`src/rtl/stride_detector_if.sv`:
```
// Observation bus and stride-context outputs between the AR snoop point,
// the stride detector and the prefetcher controller.
interface stride_detector_if #(
    parameter int ADDR_BITS = 64,
    parameter int TID_WIDTH = 4,
    parameter int CONF_BITS = 3
);
    logic                 obs_valid;
    logic [ADDR_BITS-1:0] obs_addr;
    logic [TID_WIDTH-1:0] obs_id;
    logic                 ctx_valid;
    logic                 stride_locked;
    logic [ADDR_BITS-1:0] stride;
    logic [ADDR_BITS-1:0] base_addr;
    logic [TID_WIDTH-1:0] tag_id;
    logic [CONF_BITS-1:0] conf;
    logic                 stride_change;

    // Observation source / context consumer side
    modport master (
        output obs_valid, obs_addr, obs_id,
        input  ctx_valid, stride_locked, stride, base_addr, tag_id, conf, stride_change
    );

    // Stride detector side
    modport slave (
        input  obs_valid, obs_addr, obs_id,
        output ctx_valid, stride_locked, stride, base_addr, tag_id, conf, stride_change
    );
endinterface

```
`src/rtl/stride_detector.sv`:
```
// Stride detector: trains on accepted in-range AR requests of a single ID and
// locks onto a constant signed address stride. Once locked it presents stride,
// base address and tag so the prefetcher controller can issue bursts.
module stride_detector #(
    parameter int ADDR_BITS   = 64,
    parameter int TID_WIDTH   = 4,
    parameter int CONF_BITS   = 3,
    parameter int CONF_THRESH = 3,
    parameter int MAX_STRIDE  = 4096
) (
    input  logic             clk,
    input  logic             resetN,
    input  logic             en,
    input  logic             flush,
    stride_detector_if.slave bus
);

    localparam logic [1:0] ST_IDLE   = 2'd0;
    localparam logic [1:0] ST_FIRST  = 2'd1;
    localparam logic [1:0] ST_TRAIN  = 2'd2;
    localparam logic [1:0] ST_LOCKED = 2'd3;

    localparam logic [CONF_BITS-1:0] CONF_ZERO = {CONF_BITS{1'b0}};
    localparam logic [CONF_BITS-1:0] CONF_ONE  = CONF_BITS'(1);
    localparam logic [CONF_BITS-1:0] CONF_MAX  = {CONF_BITS{1'b1}};
    localparam logic [CONF_BITS-1:0] CONF_LOCK = CONF_BITS'(CONF_THRESH);
    localparam logic [ADDR_BITS-1:0] ADDR_ZERO = {ADDR_BITS{1'b0}};
    localparam logic [ADDR_BITS-1:0] STRIDE_LIMIT = ADDR_BITS'(MAX_STRIDE);

    // Magnitude of a two's-complement delta. The most negative value maps to
    // itself, which still compares as huge (far) in the unsigned compare.
    function automatic logic [ADDR_BITS-1:0] abs_delta(input logic [ADDR_BITS-1:0] d);
        if (d[ADDR_BITS-1]) begin
            abs_delta = ~d + {{(ADDR_BITS-1){1'b0}}, 1'b1};
        end else begin
            abs_delta = d;
        end
    endfunction

    // Confidence increment that sticks at the all-ones value.
    function automatic logic [CONF_BITS-1:0] conf_sat_inc(input logic [CONF_BITS-1:0] c);
        if (c == CONF_MAX) begin
            conf_sat_inc = CONF_MAX;
        end else begin
            conf_sat_inc = c + CONF_ONE;
        end
    endfunction

    logic [1:0]           state_r;
    logic [ADDR_BITS-1:0] stride_r;
    logic [ADDR_BITS-1:0] base_r;
    logic [TID_WIDTH-1:0] tag_r;
    logic [CONF_BITS-1:0] conf_r;
    logic                 chg_r;
    logic                 ctx_r;
    logic                 locked_r;

    logic [ADDR_BITS-1:0] delta_s;
    logic                 far_s;
    logic                 id_miss_s;
    logic                 zero_s;
    logic                 match_s;
    logic [CONF_BITS-1:0] conf_inc_s;

    logic [1:0]           state_nxt_s;
    logic [ADDR_BITS-1:0] stride_nxt_s;
    logic [ADDR_BITS-1:0] base_nxt_s;
    logic [TID_WIDTH-1:0] tag_nxt_s;
    logic [CONF_BITS-1:0] conf_nxt_s;
    logic                 chg_nxt_s;

    // Delta against the last matching address, wrapping modulo 2^ADDR_BITS.
    always_comb begin
        delta_s    = bus.obs_addr - base_r;
        far_s      = (abs_delta(delta_s) > STRIDE_LIMIT);
        id_miss_s  = (bus.obs_id != tag_r);
        zero_s     = (delta_s == ADDR_ZERO);
        match_s    = (delta_s == stride_r);
        conf_inc_s = conf_sat_inc(conf_r);
    end

    // Training FSM next-state and context update for one observation.
    always_comb begin
        state_nxt_s  = state_r;
        stride_nxt_s = stride_r;
        base_nxt_s   = base_r;
        tag_nxt_s    = tag_r;
        conf_nxt_s   = conf_r;
        chg_nxt_s    = 1'b0;
        if (bus.obs_valid) begin
            case (state_r)
                ST_IDLE: begin
                    state_nxt_s  = ST_FIRST;
                    tag_nxt_s    = bus.obs_id;
                    base_nxt_s   = bus.obs_addr;
                    stride_nxt_s = ADDR_ZERO;
                    conf_nxt_s   = CONF_ZERO;
                end
                ST_FIRST: begin
                    if (id_miss_s || far_s) begin
                        // Restart context on the new stream
                        state_nxt_s  = ST_FIRST;
                        tag_nxt_s    = bus.obs_id;
                        base_nxt_s   = bus.obs_addr;
                        stride_nxt_s = ADDR_ZERO;
                        conf_nxt_s   = CONF_ZERO;
                    end else if (zero_s) begin
                        state_nxt_s = ST_FIRST;
                    end else begin
                        state_nxt_s  = ST_TRAIN;
                        base_nxt_s   = bus.obs_addr;
                        stride_nxt_s = delta_s;
                        conf_nxt_s   = CONF_ONE;
                    end
                end
                ST_TRAIN: begin
                    if (id_miss_s || far_s) begin
                        state_nxt_s  = ST_FIRST;
                        tag_nxt_s    = bus.obs_id;
                        base_nxt_s   = bus.obs_addr;
                        stride_nxt_s = ADDR_ZERO;
                        conf_nxt_s   = CONF_ZERO;
                    end else if (zero_s) begin
                        state_nxt_s = ST_TRAIN;
                    end else if (match_s) begin
                        base_nxt_s = bus.obs_addr;
                        conf_nxt_s = conf_inc_s;
                        if (conf_inc_s >= CONF_LOCK) begin
                            state_nxt_s = ST_LOCKED;
                        end else begin
                            state_nxt_s = ST_TRAIN;
                        end
                    end else begin
                        state_nxt_s  = ST_TRAIN;
                        base_nxt_s   = bus.obs_addr;
                        stride_nxt_s = delta_s;
                        conf_nxt_s   = CONF_ONE;
                    end
                end
                ST_LOCKED: begin
                    if (id_miss_s || far_s) begin
                        // Stream lost entirely: tell the controller, start over
                        state_nxt_s  = ST_FIRST;
                        tag_nxt_s    = bus.obs_id;
                        base_nxt_s   = bus.obs_addr;
                        stride_nxt_s = ADDR_ZERO;
                        conf_nxt_s   = CONF_ZERO;
                        chg_nxt_s    = 1'b1;
                    end else if (zero_s) begin
                        state_nxt_s = ST_LOCKED;
                    end else if (match_s) begin
                        state_nxt_s = ST_LOCKED;
                        base_nxt_s  = bus.obs_addr;
                        conf_nxt_s  = conf_inc_s;
                    end else begin
                        // Same stream, new stride: retrain from the new delta
                        state_nxt_s  = ST_TRAIN;
                        base_nxt_s   = bus.obs_addr;
                        stride_nxt_s = delta_s;
                        conf_nxt_s   = CONF_ONE;
                        chg_nxt_s    = 1'b1;
                    end
                end
                default: begin
                    state_nxt_s  = ST_IDLE;
                    tag_nxt_s    = {TID_WIDTH{1'b0}};
                    base_nxt_s   = ADDR_ZERO;
                    stride_nxt_s = ADDR_ZERO;
                    conf_nxt_s   = CONF_ZERO;
                end
            endcase
        end else begin
            // No observation this cycle: context holds
            state_nxt_s = state_r;
        end
    end

    // Context registers: reset, then flush, then enable gating, then training.
    always_ff @(posedge clk) begin
        if (!resetN) begin
            state_r  <= ST_IDLE;
            stride_r <= ADDR_ZERO;
            base_r   <= ADDR_ZERO;
            tag_r    <= {TID_WIDTH{1'b0}};
            conf_r   <= CONF_ZERO;
            chg_r    <= 1'b0;
            ctx_r    <= 1'b0;
            locked_r <= 1'b0;
        end else if (flush) begin
            state_r  <= ST_IDLE;
            stride_r <= ADDR_ZERO;
            base_r   <= ADDR_ZERO;
            tag_r    <= {TID_WIDTH{1'b0}};
            conf_r   <= CONF_ZERO;
            chg_r    <= 1'b0;
            ctx_r    <= 1'b0;
            locked_r <= 1'b0;
        end else if (!en) begin
            chg_r <= 1'b0;
        end else begin
            state_r  <= state_nxt_s;
            stride_r <= stride_nxt_s;
            base_r   <= base_nxt_s;
            tag_r    <= tag_nxt_s;
            conf_r   <= conf_nxt_s;
            chg_r    <= chg_nxt_s;
            ctx_r    <= (state_nxt_s != ST_IDLE);
            locked_r <= (state_nxt_s == ST_LOCKED);
        end
    end

    assign bus.ctx_valid     = ctx_r;
    assign bus.stride_locked = locked_r;
    assign bus.stride        = stride_r;
    assign bus.base_addr     = base_r;
    assign bus.tag_id        = tag_r;
    assign bus.conf          = conf_r;
    assign bus.stride_change = chg_r;

endmodule

```
`src/flat_wrapper.sv`:
```
// flat-port wrapper written by rule: the top's interface ports become plain ports
module stride_detector_flat 
#(
    parameter int ADDR_BITS   = 64,
    parameter int TID_WIDTH   = 4,
    parameter int CONF_BITS   = 3,
    parameter int CONF_THRESH = 3,
    parameter int MAX_STRIDE  = 4096
)
  (clk, resetN, en, flush, bus_obs_valid, bus_obs_addr, bus_obs_id, bus_ctx_valid, bus_stride_locked, bus_stride, bus_base_addr, bus_tag_id, bus_conf, bus_stride_change);
  stride_detector_if #(.ADDR_BITS(ADDR_BITS), .TID_WIDTH(TID_WIDTH), .CONF_BITS(CONF_BITS)) bus_i ();
  input  logic clk;
  input  logic resetN;
  input  logic en;
  input  logic flush;
  input wire logic [$bits(bus_i.obs_valid)-1:0] bus_obs_valid;
  input wire logic [$bits(bus_i.obs_addr)-1:0] bus_obs_addr;
  input wire logic [$bits(bus_i.obs_id)-1:0] bus_obs_id;
  output wire logic [$bits(bus_i.ctx_valid)-1:0] bus_ctx_valid;
  output wire logic [$bits(bus_i.stride_locked)-1:0] bus_stride_locked;
  output wire logic [$bits(bus_i.stride)-1:0] bus_stride;
  output wire logic [$bits(bus_i.base_addr)-1:0] bus_base_addr;
  output wire logic [$bits(bus_i.tag_id)-1:0] bus_tag_id;
  output wire logic [$bits(bus_i.conf)-1:0] bus_conf;
  output wire logic [$bits(bus_i.stride_change)-1:0] bus_stride_change;
  assign bus_i.obs_valid = bus_obs_valid;
  assign bus_i.obs_addr = bus_obs_addr;
  assign bus_i.obs_id = bus_obs_id;
  assign bus_ctx_valid = bus_i.ctx_valid;
  assign bus_stride_locked = bus_i.stride_locked;
  assign bus_stride = bus_i.stride;
  assign bus_base_addr = bus_i.base_addr;
  assign bus_tag_id = bus_i.tag_id;
  assign bus_conf = bus_i.conf;
  assign bus_stride_change = bus_i.stride_change;
  stride_detector #(.ADDR_BITS(ADDR_BITS), .TID_WIDTH(TID_WIDTH), .CONF_BITS(CONF_BITS), .CONF_THRESH(CONF_THRESH), .MAX_STRIDE(MAX_STRIDE)) u_core (.clk(clk), .resetN(resetN), .en(en), .flush(flush), .bus(bus_i));
endmodule
```
`config.mk`:
```
export PLATFORM = sky130hd
export DESIGN_NAME = stride_detector_flat
export DESIGN_NICKNAME = d
export VERILOG_FILES = /design/src/rtl/stride_detector_if.sv /design/src/rtl/stride_detector.sv /design/src/flat_wrapper.sv
export SDC_FILE = /design/constraint.sdc
export NUM_CORES = 1
export LEC_CHECK = 0
export BUFFER_PORTS_ARGS = -buffer_cell sky130_fd_sc_hd__buf_2
export CAP_MARGIN = 5
export CORE_MARGIN = 1.5
export CORE_UTILIZATION = 50
export DETAILED_ROUTE_END_ITERATION = 7
export PLACE_DENSITY = 0.71
export SKIP_LAST_GASP = 1
export SLEW_MARGIN = 5
export SYNTH_ARGS = -nofsm -noshare
export SYNTH_HDL_FRONTEND = slang
export SYNTH_SLANG_ARGS = --single-unit
```
`constraint.sdc`:
```
create_clock -name clk -period 17 [get_ports clk]
set_clock_uncertainty 0.2 [all_clocks]
set_input_delay 0 -clock clk [delete_from_list [all_inputs] [get_ports clk]]
set_output_delay 0 -clock clk [all_outputs]
set_load 0.01 [all_outputs]
```
==> impl_metrics.prom, run 1 <==
# TYPE chip_impl_metric gauge
chip_impl_info{name="outcome",value="finished clean"} 1
chip_impl_metric{name="area.growth.synth_to_final",unit="%"} 16.6
chip_impl_metric{name="critPathRequiredTime",unit="ns"} 17.20
chip_impl_metric{name="power_density",unit="nW/um^2"} 68.4
chip_impl_metric{name="setup_total_negative_slack",unit="ns"} 0
chip_impl_metric{name="post_drt_wl_per_cell",unit="um"} 23.3
chip_impl_metric{name="fp.dieArea",unit="um^2"} 29900
chip_impl_metric{name="die_y",unit="um"} 173
chip_impl_metric{name="regToRegSetupSlack",unit="ns"} 8.83
chip_impl_metric{name="synth.net_count",unit=""} 2029
chip_impl_info{name="cts.root.buffer_cell",value="sky130_fd_sc_hd__clkbuf_16"} 1
chip_impl_info{name="r2r_end",value="u_core.bus.stride[9]"} 1
chip_impl_metric{name="syn_area_per_cell",unit="um^2"} 7.63
chip_impl_metric{name="fin_nets",unit=""} 2236
chip_impl_metric{name="swShare",unit="%"} 40.3
chip_impl_metric{name="cts_inserted_buffers",unit=""} 17
chip_impl_info{name="rsz_0062_raised_after_global_routing",value="false"} 1
chip_impl_metric{name="drv.max_cap_violation_count",unit=""} 0
chip_impl_metric{name="clock_insertion_delay_worst_skew",unit="ns"} 0.46
chip_impl_metric{name="power_frac_clock",unit="%"} 32.1
chip_impl_info{name="grt_most_used_layer",value="met2"} 1
chip_impl_metric{name="setup_viol_count_final",unit=""} 0
chip_impl_metric{name="number_of_cells_in_the_finished_layout_apart_from_fillers",unit=""} 2495
chip_impl_metric{name="place.port_buffers",unit=""} 210
chip_impl_metric{name="drive_above_1_share",unit="%"} 15.6
chip_impl_metric{name="postSynthCellCount",unit=""} 1891
chip_impl_info{name="layout.cells.most_common",value="sky130_fd_sc_hd__buf_2"} 1
chip_impl_metric{name="grt_pass1_wl",unit="mm"} 89.2
chip_impl_metric{name="ir_worst_vdd",unit="mV"} 0.0667
chip_impl_metric{name="intPower",unit="uW"} 688
chip_impl_metric{name="synth.distinct_cells",unit=""} 117
chip_impl_metric{name="final_core_util",unit="%"} 59.0
chip_impl_info{name="worstReg2RegStart",value="u_core.bus.base_addr[13]"} 1
chip_impl_metric{name="die_width",unit="um"} 173
chip_impl_info{name="min-delay-path-class",value="in -> reg"} 1
chip_impl_metric{name="timing.final.hold_violations",unit=""} 0
chip_impl_info{name="critical_path_capture_point_type",value="flop"} 1
chip_impl_metric{name="clockBufferDepth",unit=""} 2
chip_impl_info{name="worstSetupPathType",value="reg -> reg"} 1
chip_impl_metric{name="power.leakage",unit="uW"} 0.00731
chip_impl_metric{name="netSwitchingPower",unit="uW"} 464
chip_impl_metric{name="p_comb_share",unit="%"} 38.8
chip_impl_metric{name="placer_congestion",unit=""} 1.00
chip_impl_metric{name="core",unit="um^2"} 28500
chip_impl_metric{name="synth.ff_latch_count",unit=""} 140
chip_impl_metric{name="layout_worst_path_cycle_share",unit="%"} 48.0
chip_impl_metric{name="clock.fmax",unit="MHz"} 122
chip_impl_metric{name="numClockSinks",unit=""} 140
chip_impl_metric{name="ys.warnings.count",unit=""} 0
chip_impl_metric{name="vias_per_cell",unit=""} 6.56
chip_impl_metric{name="firstDrtPassIters",unit=""} 6
chip_impl_metric{name="clock_pin_slew_worst_setup_and_hold_paths",unit="ns"} 0.07
chip_impl_metric{name="async_reset_ff_share",unit="%"} 0
chip_impl_metric{name="timing.slew.headroom",unit="%"} 22.5
chip_impl_metric{name="worst_slew_pin_slew",unit="ns"} 1.15
chip_impl_metric{name="drt_iter0_drc",unit=""} 1686
chip_impl_metric{name="grt_use_met3",unit="%"} 7.08
chip_impl_metric{name="groute.layer.met2.usage",unit="%"} 59.0
chip_impl_metric{name="detailed_place_hpwl",unit="mm"} 45.5
chip_impl_info{name="hold-path-endpoint",value="u_core.bus.base_addr[4]"} 1
chip_impl_metric{name="power.sequential.fraction",unit="%"} 29.1
chip_impl_metric{name="whs_path_depth",unit=""} 4
chip_impl_metric{name="clock_tree.htree_level_count",unit=""} 4
chip_impl_info{name="cts_tree",value="done"} 1
chip_impl_metric{name="grt_remaining_overflow",unit=""} 0
chip_impl_metric{name="final_critical_path_setup_slack",unit="ns"} 8.83
chip_impl_info{name="dominantRegCellSynth",value="sky130_fd_sc_hd__dfxtp_1"} 1
chip_impl_metric{name="synthesis.area",unit="um^2"} 14400
chip_impl_metric{name="post-route-min-period",unit="ns"} 8.17
chip_impl_info{name="nature_of_the_critical_path_startpoint",value="flop"} 1
chip_impl_metric{name="initial_utilization",unit="%"} 50.5
chip_impl_metric{name="ioPinCount",unit=""} 211
chip_impl_metric{name="worst_setup_slack_after_placement",unit="ns"} 8.71
chip_impl_metric{name="timing.reg2reg.worst_path_depth",unit=""} 18
chip_impl_metric{name="grt_antenna_before_repair",unit=""} 0
chip_impl_metric{name="insertedDiodeCount",unit=""} 0
chip_impl_metric{name="final_antenna_net_count",unit=""} 0
chip_impl_metric{name="placed_cells_incl_taps",unit=""} 2382
chip_impl_metric{name="synth_enable_flop_cells",unit=""} 0
chip_impl_metric{name="detail_route.wirelength",unit="mm"} 58.1
chip_impl_metric{name="vias",unit=""} 16400
chip_impl_metric{name="grtUsageTotal",unit="%"} 38.2
chip_impl_metric{name="worst-endpoint-arrival",unit="ns"} 8.37
chip_impl_info{name="hold_start",value="resetN"} 1
chip_impl_metric{name="p_total",unit="uW"} 1150
chip_impl_metric{name="core.rowCount",unit=""} 62
chip_impl_metric{name="finalMaxSlewViolations",unit=""} 0
chip_impl_info{name="most-common-layout-cells",value="210 x sky130_fd_sc_hd__buf_2, 192 x sky130_fd_sc_hd__nor2_1, 156 x sky130_fd_sc_hd__nand2_1"} 1
chip_impl_metric{name="synth-seq-area-share",unit="%"} 19.4
chip_impl_metric{name="groute.layer.met1.usage",unit="%"} 52.0
chip_impl_metric{name="drc_errors",unit=""} 0
chip_impl_metric{name="first_global_vias",unit=""} 15300
chip_impl_metric{name="cp_max_fo",unit=""} 56
chip_impl_metric{name="grt_max_degree",unit=""} 70
==> registers in the layout (all words and copies together) (netlist names) <==
register,flops
u_core.bus.base_addr,64
u_core.bus.conf,3
u_core.bus.tag_id,4
u_core.bus.stride_change,1
u_core.bus.stride_locked,1
u_core.bus.stride,64
u_core.state_r,2
u_core.bus.ctx_valid,1
==> worst max path at each step <==
stage	slack [ns]	from	end	depth (start not counted)
finish	8.83	u_core.bus.base_addr[13]	u_core.bus.stride[9]	18
floorplan	11.50	u_core.bus.base_addr[0]	u_core.bus.stride[35]	20
global route	8.50	u_core.bus.base_addr[15]	u_core.bus.stride[9]	18
global placement	8.66	u_core.bus.base_addr[17]	u_core.bus.conf[1]	18
detailed placement	8.71	u_core.bus.base_addr[17]	u_core.bus.conf[1]	18
CTS	8.68	u_core.bus.base_addr[17]	u_core.bus.conf[1]	18
==> kinds of logic (layout without fill, tap and decap cells) <==
group	Yosys count	count (layout)	share of synthesized area (%)
AO/OA/AOI/OAI	561	561	28.6
XOR/XNOR	100	100	7.04
AND/OR/NAND/NOR	743	743	27.2
flip-flops	140	140	19.4
buffers and inverters	201	421	6.45
adder cells (fa/ha/maj)	65	65	5.69
multiplexers	81	81	5.64
==> cells in the mapped netlist (all sizes together) (8+ instances only) <==
cell type	n	share of area, %
clkbuf	48	1.2
and2	24	1.0
nor4b	12	0.82
inv	87	2.3
o21a	23	1.2
a211oi	22	1.3
or4	18	0.96
a221oi	10	0.61
nor2b	8	0.35
o221ai	8	0.53
o2111ai	11	0.67
o31ai	18	1.1
a31oi	14	0.61
o21bai	11	0.60
dfxtp	140	19
o211ai	27	1.4
o211a	10	0.75
nor2	192	5.0
mux2i	79	5.5
a21boi	10	0.52
xor2	35	2.2
nand2	156	4.1
xnor2	57	3.6
a21o	79	4.1
o21ai	95	3.4
nor4	37	2.1
or2	13	0.56
nor3	68	2.5
a22o	18	1.1
nand3	44	1.6
a2111oi	13	1.1
and3	29	1.3
buf	66	2.9
nand4	70	3.0
ha	64	5.5
a21oi	114	4.3
and4	12	0.73
or3	30	1.3
==> per-layer routing <==
metal  share of wire [%]  vias up  routed length, um
li1                    -     7553                  -
met1                  44     7793              25300
met2                  44      896              25400
met3                 8.7      129               5070
met4                 3.9        0               2280
met5                   0        -                  0
==> power by group through the flow <==
| stage | clock [uW] | combinational (uW) | sequential [uW] |
|---|---|---|---|
| finish | 370 | 447 | 335 |
| global route | 384 | 473 | 335 |
| CTS | 373 | 430 | 335 |
| detailed placement | 0 | 414 | 342 |
| global placement | 0 | 413 | 342 |
| floorplan | 0 | 286 | 344 |
==> worst max-delay path: stages (launching register included) <==
cell,delay [ns]
sky130_fd_sc_hd__dfxtp_1,0.35
sky130_fd_sc_hd__inv_1,0.05
sky130_fd_sc_hd__ha_1,0.61
sky130_fd_sc_hd__nand2_1,0.22
sky130_fd_sc_hd__o21ai_0,0.40
sky130_fd_sc_hd__a221oi_1,0.19
sky130_fd_sc_hd__o21bai_1,0.48
sky130_fd_sc_hd__o21ai_0,0.28
sky130_fd_sc_hd__mux2i_2,0.75
sky130_fd_sc_hd__nand3_1,0.68
sky130_fd_sc_hd__nor3_1,0.82
sky130_fd_sc_hd__a41oi_1,0.20
sky130_fd_sc_hd__o21ai_0,0.33
sky130_fd_sc_hd__o2111ai_1,0.17
sky130_fd_sc_hd__nor4_1,0.65
sky130_fd_sc_hd__nand3_2,0.34
sky130_fd_sc_hd__o31ai_4,0.52
sky130_fd_sc_hd__buf_4,0.55
sky130_fd_sc_hd__a22o_1,0.24
==> repair_timing <==
action / CTS / global route
setup buffers: 0 / 0
endpoints found under the hold margin: 76 / 0
hold buffers: 81 / 0
resized for setup: 0 / 0
==> cell type report <==
| cell class | count | area [um^2] |
|---|---|---|
| Tap cell | 384 | 480 |
| Clock buffer | 20 | 447 |
| Multi-Input combinational cell | 1550 | 10700 |
| Inverter | 87 | 327 |
| Sequential cell | 140 | 2800 |
| Timing Repair Buffer | 302 | 1940 |
| Fill cell | 2603 | 11700 |
| Clock inverter | 12 | 113 |
==> metrics by stage <==
stage / area [um^2] / hold slack, ns
floorplan: 14400 / -0.110
global placement: 15400 / 0.0321
detailed placement: 15500 / 0.0532
CTS: 16800 / 0.0751
global route: 16800 / 0.111
finish: 16800 / 0.0856
No activity file was read; power rests on OpenSTA's default activity.
==> run 2: changes to the inputs <==
==> constraint.sdc (replaced) <==
create_clock -name clk -period 8.2 [get_ports clk]
set_clock_uncertainty 0.2 [all_clocks]
set_input_delay 0 -clock clk [delete_from_list [all_inputs] [get_ports clk]]
set_output_delay 0 -clock clk [all_outputs]
set_load 0.01 [all_outputs]
==> run 2 against run 1 <==
  * Non-clock buffer count is 11 higher
  * Routed wire length is 2.6% higher
  * Setup slack worse by 8.3 ns
  * Hold slack got worse by 0.016 ns
  * Cell area is 1.1% higher
  * Utilization grew 0.63 points
  * Fmax increased by 6.0%
  * Via count increased by 1.1%
  * Die area is the same
  * Register-to-register slack lost 8.3 ns
==> impl_metrics.prom, run 2 (synthesis results as in run 1) <==
# TYPE chip_impl_metric gauge
chip_impl_info{name="outcome",value="finished clean"} 1
chip_impl_metric{name="post-route-min-period",unit="ns"} 7.71
chip_impl_metric{name="area.growth.synth_to_final",unit="%"} 17.9
chip_impl_metric{name="number_of_cells_in_the_finished_layout_apart_from_fillers",unit=""} 2506
chip_impl_metric{name="power_frac_clock",unit="%"} 34.2
chip_impl_metric{name="die_y",unit="um"} 173
chip_impl_metric{name="fp.dieArea",unit="um^2"} 29900
chip_impl_metric{name="firstDrtPassIters",unit=""} 8
chip_impl_metric{name="detail_route.wirelength",unit="mm"} 59.6
chip_impl_metric{name="grt_max_degree",unit=""} 70
chip_impl_metric{name="drc_errors",unit=""} 0
chip_impl_metric{name="ioPinCount",unit=""} 211
chip_impl_info{name="critical_path_capture_point_type",value="flop"} 1
chip_impl_info{name="min-delay-path-class",value="in -> reg"} 1
chip_impl_metric{name="core.rowCount",unit=""} 62
chip_impl_metric{name="grt_remaining_overflow",unit=""} 0
chip_impl_metric{name="numClockSinks",unit=""} 140
chip_impl_metric{name="timing.final.hold_violations",unit=""} 0
chip_impl_info{name="cts_tree",value="done"} 1
chip_impl_metric{name="power.leakage",unit="uW"} 0.00740
chip_impl_metric{name="placer_congestion",unit=""} 1.02
chip_impl_metric{name="placed_cells_incl_taps",unit=""} 2393
chip_impl_metric{name="setup_viol_count_final",unit=""} 0
chip_impl_metric{name="die_width",unit="um"} 173
chip_impl_metric{name="drive_above_1_share",unit="%"} 16.0
chip_impl_metric{name="clock.fmax",unit="MHz"} 130
chip_impl_metric{name="p_comb_share",unit="%"} 37.9
chip_impl_metric{name="finalMaxSlewViolations",unit=""} 0
chip_impl_metric{name="setup_total_negative_slack",unit="ns"} 0
chip_impl_metric{name="place.port_buffers",unit=""} 210
chip_impl_metric{name="critPathRequiredTime",unit="ns"} 8.40
chip_impl_metric{name="insertedDiodeCount",unit=""} 0
chip_impl_metric{name="ir_worst_vdd",unit="mV"} 0.126
chip_impl_metric{name="core",unit="um^2"} 28500
chip_impl_info{name="cts.root.buffer_cell",value="sky130_fd_sc_hd__clkbuf_16"} 1
chip_impl_metric{name="first_global_vias",unit=""} 15400
chip_impl_info{name="most-common-layout-cells",value="210 x sky130_fd_sc_hd__buf_2, 192 x sky130_fd_sc_hd__nor2_1, 156 x sky130_fd_sc_hd__nand2_1"} 1
chip_impl_metric{name="p_total",unit="uW"} 2490
chip_impl_metric{name="intPower",unit="uW"} 1500
chip_impl_metric{name="fin_nets",unit=""} 2247
chip_impl_metric{name="grt_antenna_before_repair",unit=""} 1
chip_impl_metric{name="initial_utilization",unit="%"} 50.5
chip_impl_metric{name="power.sequential.fraction",unit="%"} 27.9
chip_impl_metric{name="regToRegSetupSlack",unit="ns"} 0.49
chip_impl_metric{name="cts_inserted_buffers",unit=""} 17
chip_impl_metric{name="clock_tree.htree_level_count",unit=""} 4
chip_impl_metric{name="netSwitchingPower",unit="uW"} 986
chip_impl_info{name="nature_of_the_critical_path_startpoint",value="flop"} 1
chip_impl_metric{name="drv.max_cap_violation_count",unit=""} 0
chip_impl_metric{name="vias_per_cell",unit=""} 6.61
chip_impl_metric{name="worst-endpoint-arrival",unit="ns"} 7.91
chip_impl_metric{name="detailed_place_hpwl",unit="mm"} 46.7
chip_impl_metric{name="timing.slew.headroom",unit="%"} 19.9
chip_impl_metric{name="clockBufferDepth",unit=""} 2
chip_impl_metric{name="vias",unit=""} 16600
chip_impl_metric{name="clock_insertion_delay_worst_skew",unit="ns"} 0.47
chip_impl_info{name="rsz_0062_raised_after_global_routing",value="false"} 1
chip_impl_metric{name="swShare",unit="%"} 39.7
chip_impl_metric{name="final_antenna_net_count",unit=""} 0
chip_impl_info{name="worstSetupPathType",value="reg -> reg"} 1
chip_impl_metric{name="fin_hold_ws",unit="ns"} 0.0695
chip_impl_metric{name="worst_slew_pin_slew",unit="ns"} 1.17
chip_impl_metric{name="layout_worst_path_cycle_share",unit="%"} 94.0
chip_impl_info{name="layout.cells.most_common",value="sky130_fd_sc_hd__buf_2"} 1
chip_impl_metric{name="clock_pin_slew_worst_setup_and_hold_paths",unit="ns"} 0.07
chip_impl_metric{name="cp_max_fo",unit=""} 56
chip_impl_metric{name="power_density",unit="nW/um^2"} 146
chip_impl_metric{name="grt_pass1_wl",unit="mm"} 90.2
chip_impl_metric{name="post_drt_wl_per_cell",unit="um"} 23.8
chip_impl_metric{name="drt_iter0_drc",unit=""} 1965
chip_impl_metric{name="grtUsageTotal",unit="%"} 38.7
## run 2: critical path, stage by stage, from the launching register on
cell and delay [ns]:
sky130_fd_sc_hd__dfxtp_1 0.35, sky130_fd_sc_hd__inv_1 0.05, sky130_fd_sc_hd__ha_1 0.44, sky130_fd_sc_hd__a21oi_1 0.29, sky130_fd_sc_hd__o21ai_0 0.23, sky130_fd_sc_hd__a221oi_1 0.48, sky130_fd_sc_hd__o21bai_1 0.22, sky130_fd_sc_hd__o21ai_0 0.24
sky130_fd_sc_hd__mux2i_1 0.98, sky130_fd_sc_hd__nand3_1 0.77, sky130_fd_sc_hd__nor3_1 0.72, sky130_fd_sc_hd__nand2_1 0.22, sky130_fd_sc_hd__or4_1 0.58, sky130_fd_sc_hd__o211a_1 0.16, sky130_fd_sc_hd__a2111oi_4 0.36, sky130_fd_sc_hd__nand3_2 0.24
sky130_fd_sc_hd__o31ai_4 0.56, sky130_fd_sc_hd__buf_12 0.30, sky130_fd_sc_hd__a22o_1 0.19
## run 2: per-stage QoR
stage | setup WS [ns] | util (%) | instance area, um^2
6_report | 0.492 | 59.6 | 17000
5_1_grt | 0.111 | 59.6 | 17000
4_1_cts | 0.689 | 59.6 | 17000
3_5_place_dp | 0.767 | 54.6 | 15600
3_3_place_gp | 0.824 | 54.5 | 15600
2_1_floorplan | 2.70 | - | 14400
## run 2: routing by layer
layer / track usage (%) / wire length, um / up-vias / part of all wire, %
li1: - / - / 7532 / -
met1: 52.6 / 25600 / 7871 / 43
met2: 60.5 / 26200 / 994 / 44
met3: 6.31 / 5440 / 154 / 9.1
met4: 16.8 / 2360 / 2 / 4.0
met5: 0 / 9 / - / 0.015
## run 2: path summary, 6_finish.rpt
check	cells past startpoint	to	start
worst max-delay path	18	u_core.bus.stride[8]	u_core.bus.base_addr[18]
worst min-delay path	4	u_core.bus.base_addr[0]	resetN
worst max register to register	18	u_core.bus.stride[8]	u_core.bus.base_addr[18]
worst min register to register	1	u_core.bus.stride[48]	u_core.bus.stride[48]
## run 2: power by group through the flow
stage          Clock, uW  Sequential, uW  Combinational, uW
2_1_floorplan          0             713                594
3_3_place_gp           0             709                870
3_5_place_dp           0             709                870
4_1_cts              850             694                904
5_1_grt              877             695                993
6_report             850             694                942
## run 2: layout make-up
type | instances | area [um^2]
clock buffer | 19 | 443
clock inverter | 13 | 179
fill | 2649 | 11500
inverter | 87 | 327
multi-input combinational | 1550 | 10700
sequential | 140 | 2800
tap | 384 | 480
timing repair buffer | 313 | 2060
## run 2: timing repair
| action | 4_1_cts | 5_1_grt |
|---|---|---|
| hold buffers | 81 | 0 |
| gates resized for setup | 0 | 0 |
| buffers inserted | 0 | 0 |
| endpoints found under the hold margin | 76 | 0 |
| setup endpoints to repair | 0 | 0 |
==> run 3: changes to the inputs <==
--- a/config.mk
+++ b/config.mk
@@ -11,6 +11,7 @@
 export CORE_UTILIZATION = 50
 export DETAILED_ROUTE_END_ITERATION = 7
 export PLACE_DENSITY = 0.71
+export REMOVE_ABC_BUFFERS = 1
 export SKIP_LAST_GASP = 1
 export SLEW_MARGIN = 5
 export SYNTH_ARGS = -nofsm -noshare
==> run 3 against run 2 <==
  * The flow now finishes with violations (DRC)
  * Sequential power about the same
  * Routed wire length decreased by 6.5%
  * Flip-flop and latch count unchanged
  * Fmax increased by 3.4%
  * Combinational power decreased by 3.1%
  * Global-route usage decreased by 1.9 points
  * Final cell count unchanged
  * Utilization decreased by 0.16 points
  * Die area unchanged
  * Highest routed layer is now met4
==> impl_metrics.prom, run 3 (synthesis results as in run 1) <==
# TYPE chip_impl_metric gauge
chip_impl_info{name="outcome",value="finished with violations"} 1
chip_impl_info{name="violated_checks",value="DRC"} 1
chip_impl_metric{name="cts_inserted_buffers",unit=""} 17
chip_impl_metric{name="clock.fmax",unit="MHz"} 134
chip_impl_metric{name="timing.reg2reg.worst_path_depth",unit=""} 18
chip_impl_metric{name="postCtsResizedCells",unit=""} 0
chip_impl_metric{name="ir_worst_vdd",unit="mV"} 0.125
chip_impl_metric{name="vias_per_cell",unit=""} 6.51
chip_impl_info{name="most-common-layout-cells",value="210 x sky130_fd_sc_hd__buf_2, 192 x sky130_fd_sc_hd__nor2_1, 156 x sky130_fd_sc_hd__nand2_1"} 1
chip_impl_metric{name="first_global_vias",unit=""} 15300
chip_impl_metric{name="numClockSinks",unit=""} 140
chip_impl_metric{name="clock_tree.htree_level_count",unit=""} 4
chip_impl_metric{name="die_width",unit="um"} 173
chip_impl_info{name="cts.root.buffer_cell",value="sky130_fd_sc_hd__clkbuf_16"} 1
chip_impl_metric{name="initial_utilization",unit="%"} 50.5
chip_impl_metric{name="post-route-min-period",unit="ns"} 7.45
chip_impl_info{name="worstReg2RegStart",value="u_core.bus.base_addr[26]"} 1
chip_impl_metric{name="grt_remaining_overflow",unit=""} 0
chip_impl_metric{name="timing.final.hold_violations",unit=""} 0
chip_impl_info{name="r2r_end",value="u_core.bus.tag_id[2]"} 1
chip_impl_metric{name="drive_above_1_share",unit="%"} 16.1
chip_impl_metric{name="whs_path_depth",unit=""} 4
chip_impl_info{name="layout.cells.most_common",value="sky130_fd_sc_hd__buf_2"} 1
chip_impl_info{name="min-delay-path-class",value="in -> reg"} 1
chip_impl_metric{name="worst_slew_pin_slew",unit="ns"} 0.995
chip_impl_metric{name="area.growth.synth_to_final",unit="%"} 17.6
chip_impl_metric{name="nFillCells",unit=""} 2671
chip_impl_metric{name="layout_worst_path_cycle_share",unit="%"} 90.9
chip_impl_metric{name="clock_pin_slew_worst_setup_and_hold_paths",unit="ns"} 0.07
chip_impl_metric{name="setup_viol_count_final",unit=""} 0
chip_impl_metric{name="detailed_place_hpwl",unit="mm"} 43.5
chip_impl_metric{name="post_drt_wl_per_cell",unit="um"} 22.2
chip_impl_metric{name="power_density",unit="nW/um^2"} 142
chip_impl_metric{name="grt_antenna_before_repair",unit=""} 0
chip_impl_info{name="hold_start",value="bus_obs_addr[50]"} 1
chip_impl_metric{name="fin_nets",unit=""} 2247
chip_impl_metric{name="firstDrtPassIters",unit=""} 8
chip_impl_metric{name="insertedDiodeCount",unit=""} 0
chip_impl_metric{name="grtUsageTotal",unit="%"} 36.8
chip_impl_info{name="cts_tree",value="done"} 1
chip_impl_metric{name="setup_total_negative_slack",unit="ns"} 0
chip_impl_info{name="worstSetupPathType",value="reg -> reg"} 1
chip_impl_metric{name="final_antenna_net_count",unit=""} 0
chip_impl_metric{name="core.rowCount",unit=""} 62
chip_impl_metric{name="cp_max_fo",unit=""} 35
chip_impl_metric{name="die_y",unit="um"} 173
chip_impl_metric{name="clockBufferDepth",unit=""} 2
chip_impl_metric{name="regToRegSetupSlack",unit="ns"} 0.75
chip_impl_metric{name="finalMaxSlewViolations",unit=""} 0
chip_impl_metric{name="drv.max_cap_violation_count",unit=""} 0
chip_impl_metric{name="power.leakage",unit="uW"} 0.00738
chip_impl_metric{name="grt_max_degree",unit=""} 70
chip_impl_metric{name="worst-endpoint-arrival",unit="ns"} 7.58
chip_impl_metric{name="drt_iter0_drc",unit=""} 1704
chip_impl_metric{name="ioPinCount",unit=""} 211
chip_impl_metric{name="fin_hold_ws",unit="ns"} 0.129
chip_impl_metric{name="clock_insertion_delay_worst_skew",unit="ns"} 0.46
chip_impl_metric{name="vias",unit=""} 16300
chip_impl_metric{name="final_core_util",unit="%"} 59.4
chip_impl_metric{name="placer_congestion",unit=""} 1.03
chip_impl_info{name="rsz_0062_raised_after_global_routing",value="false"} 1
chip_impl_info{name="hold-path-endpoint",value="u_core.bus.base_addr[50]"} 1
chip_impl_metric{name="critPathRequiredTime",unit="ns"} 8.33
chip_impl_info{name="nature_of_the_critical_path_startpoint",value="flop"} 1
chip_impl_metric{name="fp.dieArea",unit="um^2"} 29900
chip_impl_metric{name="grt_pass1_wl",unit="mm"} 87.1
chip_impl_metric{name="detail_route.wirelength",unit="mm"} 55.7
chip_impl_info{name="critical_path_capture_point_type",value="flop"} 1
chip_impl_metric{name="core",unit="um^2"} 28500
chip_impl_metric{name="drc_errors",unit=""} 3
chip_impl_metric{name="timing.slew.headroom",unit="%"} 33.4
chip_impl_metric{name="place.port_buffers",unit=""} 210
## run 3: changes by cell type in the layout (fill, tap and decap cells not counted), sizes merged
cell,delta
clkinv,-1
clkinvlp,+2
clkbuf,-1
bufinv,-2
inv,+2
## run 3: layer usage
| layer | vias up | global-route usage, % | part of all wire (%) |
|---|---|---|---|
| met3 | 164 | 5.54 | 7.9 |
| li1 | 7573 | - | - |
| met5 | - | 0 | 0 |
| met4 | 0 | 18.2 | 5.0 |
| met1 | 7727 | 49.6 | 44 |
| met2 | 850 | 57.4 | 44 |
## run 3: through the flow
step	area [um^2]	total power, uW	instances	setup slack, ns
final	17000	2410	2506	0.745
after global routing	17000	2510	2506	0.397
after CTS	17000	2390	2506	1.02
after detailed placement	15600	1560	2393	1.19
after global placement	15600	1560	2393	1.15
after floorplan	13800	1290	1777	0.906
## run 3: area by class of cell
class	count	area (um^2)	area share, %
Inverter	87	327	1.93
Sequential cell	140	2800	16.5
Tap cell	384	480	2.83
Clock inverter	14	150	0.885
Clock buffer	18	439	2.59
Multi-Input combinational cell	1550	10700	63.2
Timing Repair Buffer	313	2050	12.1
## run 3: where the power goes
part	internal, uW	switching (uW)	leakage (uW)	total [uW]
registers	688	6.12	0.00113	694
clock network	436	369	0.000273	805
logic	313	600	0.00598	913
## run 3: worst max-delay path, stage by stage, from the launching register on
cell and delay, ns:
sky130_fd_sc_hd__dfxtp_1 0.35, sky130_fd_sc_hd__inv_1 0.05, sky130_fd_sc_hd__ha_1 0.44, sky130_fd_sc_hd__a21oi_1 0.30, sky130_fd_sc_hd__o21ai_0 0.34, sky130_fd_sc_hd__a21o_1 0.33
sky130_fd_sc_hd__a21o_1 0.18, sky130_fd_sc_hd__a211oi_1 0.65, sky130_fd_sc_hd__and3_1 0.62, sky130_fd_sc_hd__or2_2 0.76, sky130_fd_sc_hd__nor2_1 0.06, sky130_fd_sc_hd__a2111oi_0 0.71
sky130_fd_sc_hd__o2111ai_1 0.34, sky130_fd_sc_hd__a2111oi_0 0.48, sky130_fd_sc_hd__and4bb_1 0.35, sky130_fd_sc_hd__nand4b_1 0.13, sky130_fd_sc_hd__and2_1 0.29, sky130_fd_sc_hd__mux2i_1 0.15
sky130_fd_sc_hd__dlygate4sd3_1 0.57
## run 3: how the worst max path moves through the flow
stage          slack (ns)                      from                       to
2_1_floorplan        0.91   u_core.bus.base_addr[0]  u_core.bus.base_addr[0]
3_3_place_gp         1.15  u_core.bus.base_addr[26]       u_core.bus.conf[1]
3_5_place_dp         1.19  u_core.bus.base_addr[26]       u_core.bus.conf[1]
4_1_cts              1.02  u_core.bus.base_addr[26]     u_core.bus.tag_id[1]
5_1_grt              0.40  u_core.bus.base_addr[18]     u_core.bus.tag_id[2]
6_report             0.75  u_core.bus.base_addr[26]     u_core.bus.tag_id[2]
## run 3: timing repair
action	4_1_cts	5_1_grt
endpoints found under the hold margin	76	0
hold buffers	81	0
setup buffers	0	0
